`src/rtl/pcr_clock_counter_if.sv`:
```
// rtl/pcr_clock_counter_if.sv - load and snapshot handshake bundle for the PCR time base
interface pcr_clock_counter_if #(
    parameter int BASE_WIDTH = 33,
    parameter int EXT_WIDTH  = 9
);
    logic                  load_valid;
    logic [BASE_WIDTH-1:0] load_base;
    logic [EXT_WIDTH-1:0]  load_ext;
    logic                  load_err;
    logic                  snap_req;
    logic                  snap_overrun;
    logic                  pcr_valid;
    logic                  pcr_ready;
    logic [BASE_WIDTH-1:0] pcr_base;
    logic [EXT_WIDTH-1:0]  pcr_ext;
    logic                  pcr_disc;

    modport master (
        input  load_valid, load_base, load_ext, snap_req, pcr_ready,
        output load_err, snap_overrun, pcr_valid, pcr_base, pcr_ext, pcr_disc
    );

    modport slave (
        output load_valid, load_base, load_ext, snap_req, pcr_ready,
        input  load_err, snap_overrun, pcr_valid, pcr_base, pcr_ext, pcr_disc
    );
endinterface

```
`src/rtl/pcr_clock_counter.sv`:
```
// rtl/pcr_clock_counter.sv - 27 MHz driven PCR base/extension counter with snapshot handshake
module pcr_clock_counter #(
    parameter int BASE_WIDTH = 33,
    parameter int EXT_MODULO = 300,
    parameter int EXT_WIDTH  = 9
) (
    input  logic                  clk2,
    input  logic                  rstn,
    input  logic                  clk_27m_in,
    input  logic                  en,
    pcr_clock_counter_if.master   bus,
    output logic [BASE_WIDTH-1:0] cur_base,
    output logic [EXT_WIDTH-1:0]  cur_ext
);
    localparam logic [EXT_WIDTH-1:0] EXT_MAX = EXT_WIDTH'(EXT_MODULO - 1);

    typedef enum logic {IDLE, HOLD} snap_state_t;

    snap_state_t state_q, state_d;
    logic        clk_27m_q;
    logic        tick;
    logic        load_ok;
    logic        load_bad;
    logic        disc_pending;
    logic        capture;
    logic        overrun_d;

    assign tick     = clk_27m_in & ~clk_27m_q & en;
    assign load_ok  = bus.load_valid && (bus.load_ext <= EXT_MAX);
    assign load_bad = bus.load_valid && (bus.load_ext > EXT_MAX);

    // Any load strobe, accepted or rejected, swallows a coincident tick.
    always_ff @(posedge clk2 or negedge rstn) begin
        if (!rstn) begin
            clk_27m_q    <= 1'b0;
            cur_base     <= '0;
            cur_ext      <= '0;
            disc_pending <= 1'b0;
            bus.load_err <= 1'b0;
        end else begin
            clk_27m_q    <= clk_27m_in;
            bus.load_err <= load_bad;
            if (load_ok) begin
                cur_base <= bus.load_base;
                cur_ext  <= bus.load_ext;
            end else if (!bus.load_valid && tick) begin
                if (cur_ext == EXT_MAX) begin
                    cur_ext  <= '0;
                    cur_base <= cur_base + BASE_WIDTH'(1);
                end else begin
                    cur_ext  <= cur_ext + EXT_WIDTH'(1);
                end
            end
            if (load_ok) begin
                disc_pending <= 1'b1;
            end else if (capture) begin
                disc_pending <= 1'b0;
            end
        end
    end

    always_comb begin
        state_d   = state_q;
        capture   = 1'b0;
        overrun_d = 1'b0;
        case (state_q)
            IDLE: begin
                if (bus.snap_req) begin
                    capture = 1'b1;
                    state_d = HOLD;
                end
            end
            HOLD: begin
                if (bus.pcr_ready) begin
                    if (bus.snap_req) begin
                        capture = 1'b1;
                    end else begin
                        state_d = IDLE;
                    end
                end else if (bus.snap_req) begin
                    overrun_d = 1'b1;
                end
            end
            default: state_d = IDLE;
        endcase
    end

    always_ff @(posedge clk2 or negedge rstn) begin
        if (!rstn) begin
            state_q          <= IDLE;
            bus.pcr_base     <= '0;
            bus.pcr_ext      <= '0;
            bus.pcr_disc     <= 1'b0;
            bus.snap_overrun <= 1'b0;
        end else begin
            state_q          <= state_d;
            bus.snap_overrun <= overrun_d;
            if (capture) begin
                bus.pcr_base <= cur_base;
                bus.pcr_ext  <= cur_ext;
                bus.pcr_disc <= disc_pending;
            end
        end
    end

    assign bus.pcr_valid = (state_q == HOLD);
endmodule

```
`src/flat_wrapper.sv`:
```
// flat-port wrapper written by rule: the top's interface ports become plain ports
module pcr_clock_counter_flat 
#(
    parameter int BASE_WIDTH = 33,
    parameter int EXT_MODULO = 300,
    parameter int EXT_WIDTH  = 9
)
  (clk2, rstn, clk_27m_in, en, cur_base, cur_ext, bus_load_valid, bus_load_base, bus_load_ext, bus_snap_req, bus_pcr_ready, bus_load_err, bus_snap_overrun, bus_pcr_valid, bus_pcr_base, bus_pcr_ext, bus_pcr_disc);
  pcr_clock_counter_if #(.BASE_WIDTH(BASE_WIDTH), .EXT_WIDTH(EXT_WIDTH)) bus_i ();
  input  logic clk2;
  input  logic rstn;
  input  logic clk_27m_in;
  input  logic en;
  output logic [BASE_WIDTH-1:0] cur_base;
  output logic [EXT_WIDTH-1:0] cur_ext;
  input wire logic [$bits(bus_i.load_valid)-1:0] bus_load_valid;
  input wire logic [$bits(bus_i.load_base)-1:0] bus_load_base;
  input wire logic [$bits(bus_i.load_ext)-1:0] bus_load_ext;
  input wire logic [$bits(bus_i.snap_req)-1:0] bus_snap_req;
  input wire logic [$bits(bus_i.pcr_ready)-1:0] bus_pcr_ready;
  output wire logic [$bits(bus_i.load_err)-1:0] bus_load_err;
  output wire logic [$bits(bus_i.snap_overrun)-1:0] bus_snap_overrun;
  output wire logic [$bits(bus_i.pcr_valid)-1:0] bus_pcr_valid;
  output wire logic [$bits(bus_i.pcr_base)-1:0] bus_pcr_base;
  output wire logic [$bits(bus_i.pcr_ext)-1:0] bus_pcr_ext;
  output wire logic [$bits(bus_i.pcr_disc)-1:0] bus_pcr_disc;
  assign bus_i.load_valid = bus_load_valid;
  assign bus_i.load_base = bus_load_base;
  assign bus_i.load_ext = bus_load_ext;
  assign bus_i.snap_req = bus_snap_req;
  assign bus_i.pcr_ready = bus_pcr_ready;
  assign bus_load_err = bus_i.load_err;
  assign bus_snap_overrun = bus_i.snap_overrun;
  assign bus_pcr_valid = bus_i.pcr_valid;
  assign bus_pcr_base = bus_i.pcr_base;
  assign bus_pcr_ext = bus_i.pcr_ext;
  assign bus_pcr_disc = bus_i.pcr_disc;
  pcr_clock_counter #(.BASE_WIDTH(BASE_WIDTH), .EXT_MODULO(EXT_MODULO), .EXT_WIDTH(EXT_WIDTH)) u_core (.clk2(clk2), .rstn(rstn), .clk_27m_in(clk_27m_in), .en(en), .bus(bus_i), .cur_base(cur_base), .cur_ext(cur_ext));
endmodule
```
`config.mk`:
```
export PLATFORM = sky130hd
export DESIGN_NAME = pcr_clock_counter_flat
export DESIGN_NICKNAME = d
export VERILOG_FILES = /design/src/rtl/pcr_clock_counter_if.sv /design/src/rtl/pcr_clock_counter.sv /design/src/flat_wrapper.sv
export SDC_FILE = /design/constraint.sdc
export NUM_CORES = 1
export LEC_CHECK = 0
export ABC_AREA = 1
export CAP_MARGIN = 10
export CORE_UTILIZATION = 53
export CTS_CLUSTER_DIAMETER = 40
export CTS_CLUSTER_SIZE = 16
export DETAILED_ROUTE_END_ITERATION = 7
export PLACE_DENSITY = 0.86
export SYNTH_ARGS = -nofsm -noshare
export SYNTH_HDL_FRONTEND = slang
export SYNTH_SLANG_ARGS = --single-unit
```
`constraint.sdc`:
```
create_clock -name clk2 -period 4.1 [get_ports clk2]
set_input_delay 1.23 -clock clk2 [delete_from_list [all_inputs] [get_ports clk2]]
set_output_delay 1.23 -clock clk2 [all_outputs]
set_load 0.01 [all_outputs]
```
==> impl_metrics.py, run 1 <==
metrics = {
    "flow_run": {
        "cap_violations": 0,
    },
    "sta": {
        "period_needed_ns": 3.10,
        "clock_skew_ns": 0.0175,
        "max_freq_mhz": 322,
        "tns_ns": 0,
        "holdWs_ns": 0.492,
        "slew_violations": 0,
        "worst_pin_slew_ns": 0.650,
        "maxSlewHeadroom_pct": 56.5,
        "period_share_pct": 75.6,
        "hold_viol_final": 0,
        "setup_violations": 0,
        "rsz0062_at_grt": "no",
        "fin_ws_ns": 0.999,
    },
    "final_layout": {
        "layout.nets": 943,
        "layout-drive-gt1-share_pct": 4.35,
        "areaGrowthSynthToFinish_pct": 32.3,
        "final_core_util_pct": 72.8,
        "diodes": 0,
    },
    "critical_path": {
        "crit_type": "primary input to flop",
        "r2r-start": "u_core.cur_ext[1]",
        "cp.required_ns": 4.41,
        "cp-start-kind": "primary input",
        "crit_fanout": 25,
        "cp-end-kind": "flop",
        "setup.worst_path.start": "bus_load_ext[8]",
        "arrival_ns": 3.41,
    },
    "yosys": {
        "synthAdderAreaFrac_pct": 0.488,
        "syn_area_per_cell_um2": 6.72,
        "synth_top_family_by_area": "simple AND/OR/NAND/NOR gates",
        "ys_seq_area_share_pct": 43.9,
        "ys_seq_elements": 90,
        "synth_top_cell_area_share_pct": 43.9,
        "synthFlopType": "dfrtp_1",
        "synth-compound-area-share_pct": 6.14,
        "syn_inst": 764,
        "yosys-top-cells-area": "dfrtp_1 44%, nand2_1 24%, nand3_1 6.2%, inv_1 6.1%, o21ai_0 5.1%",
        "ys_warn_count": 0,
        "postSynthNetCount": 815,
        "netlist-cell-type-count": 29,
        "synth_edf_count": 0,
        "muxShareOfSynthArea_pct": 0,
        "synth_area_mm2": 0.00513,
        "synth_top_cell_by_area": "dfrtp_1",
        "async_flop_share_pct": 100,
        "synth-xor-area-share_pct": 1.37,
        "synth.most_common_cell": "nand2_1",
        "yosys-top-cells-count": "333 x nand2_1, 90 x dfrtp_1, 84 x inv_1, 64 x nand3_1, 59 x nor2_1",
        "synth-simple-area-share_pct": 38.8,
    },
    "place": {
        "port_buffers": 136,
        "place_congestion": 0.981,
        "dpl_worst_slack_ns": 0.648,
        "hpwl_mm": 12.4,
    },
    "clocking": {
        "cts.clk_slew.worst_paths_ns": 0.10,
        "ctsLongestPathBuffers": 2,
        "clk_latency_ns": 0.37,
        "clock_sinks": 90,
        "h-tree-depth": 3,
        "cts_tree": "built",
        "ctsResizeCount": 0,
        "postCtsHoldBufs": 0,
        "cts_setup_buffers": 0,
        "root_buffer": "clkbuf_8",
        "cts_buffers": 9,
    },
    "worst_hold_path": {
        "hold_class": "flop to flop",
        "hold_start": "u_core.bus.pcr_base[27]",
    },
    "drt": {
        "postRouteAntennaNets": 0,
        "drt_first_iter_violations": 315,
        "wirelength_mm": 16.0,
        "wire_per_inst_um": 15.6,
        "vias": 5360,
        "vias_per_cell": 5.22,
        "first_pass_iters": 7,
        "drc": 0,
    },
    "grt": {
        "gr-usage-all-layers_pct": 32.9,
        "grt_overflow": 0,
        "antenna_found_initial": 0,
        "grt_pass1_vias": 5244,
        "grt_max_degree": 45,
        "grt_pass1_wl_mm": 25.6,
    },
    "outcome": {
        "status": "finished, final reports clean",
    },
    "power": {
        "p_per_area_mw_per_mm2": 446,
        "leakage_uw": 0.00328,
        "peakVddDrop_uv": 268,
    },
    "floorplanning": {
        "die_area_mm2": 0.0101,
        "start_util_pct": 55.0,
        "io_pins": 137,
        "die_h_um": 100,
        "coreArea_mm2": 0.00933,
        "row_count": 35,
        "die_w_um": 100,
    },
}
-- per-stage QoR --
stage	area, µm²	power [µW]	instances
6_report	6790	3030	1026
3_5_place_dp	6580	2380	1010
2_1_floorplan	5130	1760	764
4_1_cts	6790	3020	1026
5_1_grt	6790	3190	1026
3_3_place_gp	6580	2340	1010
-- layout by cell type, fill, tap and decap left out --
cell             instances
or2_1                    1
xor2_1                   6
nand3_4                  1
or2_0                    1
nand3b_1                 1
clkinv_2                 1
o21ai_4                  1
inv_1                   84
o21ai_2                  1
nand2_2                  2
ha_1                     2
o21ai_0                 52
o211ai_1                 2
a21oi_1                  1
nand4_1                 17
inv_2                    6
nor2_1                  59
inv_6                    4
nand3_2                  2
nor2_2                   2
bufinv_16                1
clkbuf_8                10
nand3_1                 64
clkdlybuf4s50_1        135
buf_4                    8
nand2_1                332
clkinv_1                 4
xnor2_1                  2
nor3_1                   3
o21ai_1                  2
dfrtp_1                 90
-- state kept, by name, summed over array words and instances (netlist names) --
signal and flops:
u_core.bus.pcr_valid 1, u_core.bus.snap_overrun 1, u_core.disc_pending 1, u_core.bus.pcr_disc 1, u_core.bus.load_err 1, u_core.bus.pcr_base 33
u_core.clk_27m_q 1, u_core.cur_ext 9, u_core.bus.pcr_ext 9, u_core.cur_base 33
-- final cells by class --
type                            instances  area, µm²
Fill cell                             766       2540
Multi-Input combinational cell        554       2400
Sequential cell                        90       2250
Timing Repair Buffer                  143       1410
Inverter                               94        353
Tap cell                              129        161
Clock buffer                           10        138
Clock inverter                          6       70.1
-- metal layers --
metal  global-route usage [%]  part of all wire (%)  vias to the layer above
met2                     53.2                    47                      225
li1                         -                     -                     2613
met3                     5.57                   6.7                       25
met1                     45.2                    45                     2497
met5                        0                     0                        -
met4                     10.6                   2.0                        0
-- cells by family after synthesis --
family | after synthesis
buffers and inverters | 120
adders and majority gates | 2
AOI/OAI and AO/OA | 59
and+or+nand+nor | 485
DFF | 90
xor gates and xnor gates | 8
-- final timing paths --
check | to | slack (ns) | cells past startpoint
max reg2reg | u_core.cur_base[15] | 2.04 | 10
min | u_core.bus.pcr_base[27] | 0.49 | 2
min in group asynchronous | u_core.cur_ext[6] | 0.85 | 1
min reg2reg | u_core.bus.pcr_base[27] | 0.49 | 2
max | u_core.cur_base[21] | 1.0 | 9
max in group asynchronous | u_core.cur_base[32] | 2.48 | 2
-- power by group --
group / switching, µW / internal (µW)
Combinational: 540 / 532
Clock: 347 / 307
Sequential: 223 / 1080
-- critical path: stages --
cell and delay, ns:
clkdlybuf4s50_1 0.54, inv_2 0.04, nor2_1 0.10, nand3_2 0.29, nand3_4 0.37, o21ai_4 0.22, inv_2 0.40, nand2_1 0.12
nand2_1 0.09
(Power assumes the default switching activity.)
==> inputs of run 2 (changes only) <==
--- a/config.mk
+++ b/config.mk
@@ -7,11 +7,11 @@
 export LEC_CHECK = 0
 export ABC_AREA = 1
 export CAP_MARGIN = 10
-export CORE_UTILIZATION = 53
+export CORE_UTILIZATION = 49
 export CTS_CLUSTER_DIAMETER = 40
 export CTS_CLUSTER_SIZE = 16
 export DETAILED_ROUTE_END_ITERATION = 7
-export PLACE_DENSITY = 0.86
+export PLACE_DENSITY = 0.81
 export SYNTH_ARGS = -nofsm -noshare
 export SYNTH_HDL_FRONTEND = slang
 export SYNTH_SLANG_ARGS = --single-unit
==> constraint.sdc (replaced) <==
create_clock -name clk2 -period 2.86 [get_ports clk2]
set_input_delay 0.858 -clock clk2 [delete_from_list [all_inputs] [get_ports clk2]]
set_output_delay 0.858 -clock clk2 [all_outputs]
set_load 0.01 [all_outputs]
==> run 2 against run 1 <==
  * Die area rose by 8.0%
  * Largest cell class unchanged
  * Critical endpoint is now cur_ext[2]
  * Final area rose by 0.83%
  * Critical path type is now flop to output port
  * First-iteration DRC count rose by 31%
  * Critical path depth fell by 8
  * Highest routed layer unchanged
  * Largest power group unchanged
==> impl_metrics.py, run 2 (synthesis gave the netlist of run 1 again) <==
metrics = {
    "critical_path": {
        "r2r-end": "u_core.cur_base[26]",
        "critPathTopFamily": "buffers and inverters",
        "reg2reg_depth": 10,
        "crit_end": "cur_ext[2]",
        "critical-path-slowest-cell": "clkdlybuf4s50_1",
        "cp-end-kind": "output port",
        "r2r_slack_ns": 0.99,
        "crit_type": "flop to output port",
        "path_cells": "clkdlybuf4s50_1",
        "cp-start-kind": "flop",
        "setup.worst_path.start": "u_core.cur_ext[2]",
        "cp.required_ns": 2.00,
        "r2r-start": "u_core.cur_base[1]",
        "cp_slowest_stage_delay_ns": 0.61,
        "path_depth": 1,
        "crit_fanout": 7,
        "arrival_ns": 1.48,
        "crit_buf_inv": 1,
    },
    "sta": {
        "period_needed_ns": 2.34,
        "worst_pin_slew_ns": 0.510,
        "clock_skew_ns": 0.00719,
        "hold_viol_final": 0,
        "maxSlewHeadroom_pct": 65.9,
        "setup_violations": 0,
        "tns_ns": 0,
        "max_freq_mhz": 428,
        "slew_violations": 0,
        "rsz0062_at_grt": "no",
        "period_share_pct": 81.7,
    },
    "clocking": {
        "clk_latency_ns": 0.36,
        "postCtsHoldBufs": 0,
        "ctsResizeCount": 0,
        "cts.clk_slew.worst_paths_ns": 0.09,
        "cts_buffers": 9,
        "clock_sinks": 90,
        "ctsLongestPathBuffers": 2,
        "cts_setup_buffers": 0,
        "root_buffer": "clkbuf_8",
        "h-tree-depth": 3,
        "cts_tree": "built",
    },
    "final_layout": {
        "layout.nets": 945,
        "areaGrowthSynthToFinish_pct": 33.3,
        "final_core_util_pct": 68.8,
        "fin_area_mm2": 0.00684,
        "layout-drive-gt1-share_pct": 4.23,
        "final_cell_mix": "332 x nand2_1, 135 x clkdlybuf4s50_1, 90 x dfrtp_1, 84 x inv_1, 64 x nand3_1",
        "top_regs": "u_core.bus.pcr_base (33), u_core.cur_base (33)",
        "diodes": 0,
        "final_common_cell": "nand2_1",
        "fill_cells": 875,
    },
    "drt": {
        "vias_per_cell": 5.26,
        "postRouteAntennaNets": 0,
        "vias": 5419,
        "wire_per_inst_um": 15.1,
        "wirelength_mm": 15.6,
        "drc": 0,
        "first_pass_iters": 6,
        "drt_first_iter_violations": 412,
    },
    "place": {
        "port_buffers": 136,
        "hpwl_mm": 11.9,
        "place_congestion": 0.905,
        "dpl-instance-area_mm2": 0.00663,
    },
    "grt": {
        "gr-usage-all-layers_pct": 29.8,
        "grt_pass1_wl_mm": 25.7,
        "antenna_found_initial": 0,
        "grt_pass1_vias": 5184,
        "grt_overflow": 0,
        "grt_max_degree": 71,
    },
    "power": {
        "peakVddDrop_uv": 355,
        "p_per_area_mw_per_mm2": 639,
        "leakage_uw": 0.00330,
    },
    "outcome": {
        "status": "finished, final reports clean",
    },
    "floorplanning": {
        "io_pins": 137,
        "die_h_um": 104,
        "row_count": 36,
        "coreArea_mm2": 0.00995,
        "die_area_mm2": 0.0109,
        "die_w_um": 104,
        "start_util_pct": 51.6,
    },
    "flow_run": {
        "cap_violations": 0,
    },
    "worst_hold_path": {
        "hold_class": "primary input to asynchronous set/reset pin",
    },
}
[run 2: cell types whose count changed in the layout (fill, tap and decap cells not counted), sizes merged]
cell,change
inv,-4
clkinv,-1
clkbuf,+3
buf,+2
bufinv,+1
[run 2: layer usage]
metal | global-route usage (%) | vias to the layer above | part of all wire (%)
met2 | 46.5 | 225 | 45
li1 | - | 2625 | -
met4 | 14.0 | 0 | 3.6
met3 | 4.57 | 45 | 7.1
met5 | 0 | - | 0
met1 | 40.6 | 2524 | 44
[run 2: final cells by class]
type	count	area, µm²	area share, %
inverters	94	353	5.16
repair buffers	145	1450	21.2
well taps	133	166	2.43
flip-flops and latches	90	2250	32.9
clock inverters	2	60.1	0.878
multi-input cells	554	2400	35.1
clock buffers	13	159	2.32
[run 2: worst min path at each step]
stage | slack, ns | cells past startpoint | to | startpoint
2_1_floorplan | 0.50 | 2 | u_core.bus.pcr_disc | u_core.disc_pending
3_3_place_gp | 0.46 | 2 | u_core.bus.pcr_base[6] | u_core.bus.pcr_base[6]
3_5_place_dp | 0.47 | 2 | u_core.bus.pcr_base[5] | u_core.bus.pcr_base[5]
4_1_cts | 0.44 | 1 | u_core.bus.pcr_ext[8] | rstn
5_1_grt | 0.47 | 1 | u_core.cur_ext[4] | rstn
6_report | 0.44 | 1 | u_core.cur_ext[4] | rstn
[run 2: report_power, final]
group | switching [µW] | total (µW) | internal (µW)
Sequential | 322 | 1870 | 1540
Combinational | 759 | 1530 | 769
Clock | 441 | 978 | 537
[run 2: metrics by stage]
stage	setup slack [ns]	hold WS, ns	power, µW	cells
after global placement	0.279	0.464	3370	1016
after floorplan	0.915	0.502	2520	764
after CTS	0.511	0.444	4380	1031
after detailed placement	0.180	0.465	3410	1016
after global routing	0.372	0.469	4620	1031
final	0.524	0.442	4370	1031
==> inputs of run 3 (changes only) <==
--- a/config.mk
+++ b/config.mk
@@ -7,11 +7,11 @@
 export LEC_CHECK = 0
 export ABC_AREA = 1
 export CAP_MARGIN = 10
-export CORE_UTILIZATION = 49
+export CORE_UTILIZATION = 44
 export CTS_CLUSTER_DIAMETER = 40
 export CTS_CLUSTER_SIZE = 16
 export DETAILED_ROUTE_END_ITERATION = 7
-export PLACE_DENSITY = 0.81
+export PLACE_DENSITY = 0.77
 export SYNTH_ARGS = -nofsm -noshare
 export SYNTH_HDL_FRONTEND = slang
 export SYNTH_SLANG_ARGS = --single-unit
==> constraint.sdc (replaced) <==
create_clock -name clk2 -period 1.9 [get_ports clk2]
set_input_delay 0.57 -clock clk2 [delete_from_list [all_inputs] [get_ports clk2]]
set_output_delay 0.57 -clock clk2 [all_outputs]
set_load 0.01 [all_outputs]
==> run 3 against run 2 <==
  * First-iteration DRC count down 6.3%
  * Critical path depth stayed put
  * Clock skew is 0.00079 ns lower
  * Via count increased by 1.5%
  * Register-to-register slack got worse by 0.88 ns
  * The flow now finishes with violations (negative setup slack)
  * Global-route usage is 2.9 points lower
  * Setup slack worse by 0.54 ns
  * Count of clock-buffer cells in the layout rose by 1
  * Non-clock buffer count up 44
  * Final area is 8.4% higher
  * Largest power group unchanged
==> impl_metrics.py, run 3 (synthesis gave the netlist of run 1 again) <==
metrics = {
    "grt": {
        "grt_pass1_wl_mm": 24.7,
        "antenna_found_initial": 0,
        "grt_overflow": 0,
        "grt_max_degree": 58,
        "grt_pass1_vias": 5046,
        "gr-usage-all-layers_pct": 27.0,
    },
    "critical_path": {
        "critical-path-slowest-cell": "clkdlybuf4s50_1",
        "arrival_ns": 1.35,
        "cp-start-kind": "flop",
        "path_cells": "clkdlybuf4s50_1",
        "crit_fanout": 4,
        "critPathTopFamily": "buffers and inverters",
        "crit_buf_inv": 1,
        "cp.required_ns": 1.33,
        "cp_slowest_stage_delay_ns": 0.57,
        "cp-end-kind": "output port",
        "crit_type": "flop to output port",
    },
    "clocking": {
        "cts_tree": "built",
        "clk_latency_ns": 0.34,
        "cts_buffers": 9,
        "clock_sinks": 90,
        "cts.clk_slew.worst_paths_ns": 0.06,
        "ctsLongestPathBuffers": 2,
        "root_buffer": "clkbuf_16",
        "h-tree-depth": 3,
    },
    "floorplanning": {
        "start_util_pct": 45.1,
        "coreArea_mm2": 0.0114,
        "die_area_mm2": 0.0121,
        "io_pins": 137,
        "die_h_um": 110,
        "die_w_um": 110,
        "row_count": 39,
    },
    "sta": {
        "slew_violations": 0,
        "period_share_pct": 101,
        "maxSlewHeadroom_pct": 72.0,
        "worst_pin_slew_ns": 0.420,
        "fin_ws_ns": -0.0170,
        "max_freq_mhz": 522,
        "clock_skew_ns": 0.00640,
        "rsz0062_at_grt": "yes",
        "setup_violations": 1,
        "period_needed_ns": 1.92,
        "hold_viol_final": 0,
    },
    "final_layout": {
        "final_common_cell": "nand2_1",
        "layout.nets": 989,
        "fin_area_mm2": 0.00742,
        "top_regs": "u_core.bus.pcr_base (33), u_core.cur_base (33)",
        "final_cell_mix": "332 x nand2_1, 115 x clkdlybuf4s50_1, 84 x inv_1, 73 x dfrtp_1, 64 x nand3_1",
        "diodes": 0,
        "areaGrowthSynthToFinish_pct": 44.6,
        "layout-drive-gt1-share_pct": 10.7,
        "stdcell_count": 1086,
    },
    "place": {
        "dpl-instance-area_mm2": 0.00689,
        "place_congestion": 0.957,
        "hpwl_mm": 11.4,
        "post-place-cells": 1050,
        "port_buffers": 136,
    },
    "drt": {
        "wire_per_inst_um": 14.3,
        "wirelength_mm": 15.5,
        "vias": 5501,
        "first_pass_iters": 5,
        "drc": 0,
        "vias_per_cell": 5.07,
        "drt_first_iter_violations": 386,
        "postRouteAntennaNets": 0,
    },
    "power": {
        "p_per_area_mw_per_mm2": 968,
        "pwr-share-seq_pct": 37.9,
        "pwr-share-clk_pct": 25.2,
        "internal-power_uw": 4780,
        "power_frac_comb_pct": 36.8,
        "leakage_uw": 0.00375,
        "peakVddDrop_uv": 538,
        "swShare_pct": 33.5,
        "p_sw_uw": 2410,
    },
    "flow_run": {
        "cap_violations": 0,
    },
    "outcome": {
        "failed_checks": "negative setup slack",
        "status": "finished with violations",
    },
    "worst_hold_path": {
        "hold_class": "primary input to asynchronous set/reset pin",
    },
}
run 3: path summary, 6_finish.rpt:
path	startpoint	to	slack, ns	depth (start not counted)
worst min-delay path	rstn	u_core.bus.pcr_base[24]	0.02	1
worst min register to register	u_core.bus.pcr_base[5]	u_core.bus.pcr_base[5]	0.48	2
worst max register to register	u_core.cur_ext[0]	u_core.cur_base[18]	0.11	11
min in group clk2	u_core.bus.pcr_base[5]	u_core.bus.pcr_base[5]	0.48	2
worst max-delay path	u_core.cur_ext[1]	cur_ext[1]	-0.02	1
max in group asynchronous	rstn	u_core.cur_base[19]	1.26	2
run 3: layout make-up:
class	count	area, µm²
fill	997	3950
tap	143	179
multi-input combinational	554	2420
sequential	90	2270
clock buffer	14	264
clock inverter	2	35.0
timing repair buffer	189	1900
inverter	94	353
run 3: timing repair:
item / 4_1_cts / 5_1_grt
pin swaps: 0 / 2
buffers inserted: 13 / 7
gates resized for setup: 23 / 21
setup endpoints to repair: 30 / 27
gates cloned: 0 / 0
hold buffers: 0 / 0
run 3: per-layer routing:
metal / vias up / GRT usage (%) / routed length, µm
li1: 2720 / - / -
met1: 2513 / 36.2 / 6680
met4: 0 / 11.4 / 463
met3: 39 / 4.23 / 1110
met2: 229 / 43.3 / 7260
met5: - / 0 / 0
run 3: power by group through the flow:
stage | logic (µW) | clock network [µW] | registers (µW)
final | 2650 | 1810 | 2720
after global routing | 2920 | 1910 | 2780
after CTS | 2580 | 1820 | 2720
after detailed placement | 2430 | 0 | 2800
after global placement | 2400 | 0 | 2790
after floorplan | 882 | 0 | 2910
run 3: per-stage QoR:
| step | TNS, ns | setup slack (ns) | utilization, % | total power, µW | hold slack [ns] |
|---|---|---|---|---|---|
| 2_1_floorplan | 0 | 0.243 | - | 3790 | 0.274 |
| 5_1_grt | -0.0390 | -0.0332 | 65.3 | 7610 | 0.0198 |
| 3_3_place_gp | -4.98 | -0.172 | 60.6 | 5190 | 0.381 |
| 3_5_place_dp | -6.85 | -0.200 | 60.6 | 5230 | 0.380 |
| 4_1_cts | 0 | 0.000552 | 64.2 | 7120 | 0.0234 |
| 6_report | -0.0170 | -0.0170 | 65.3 | 7180 | 0.0181 |
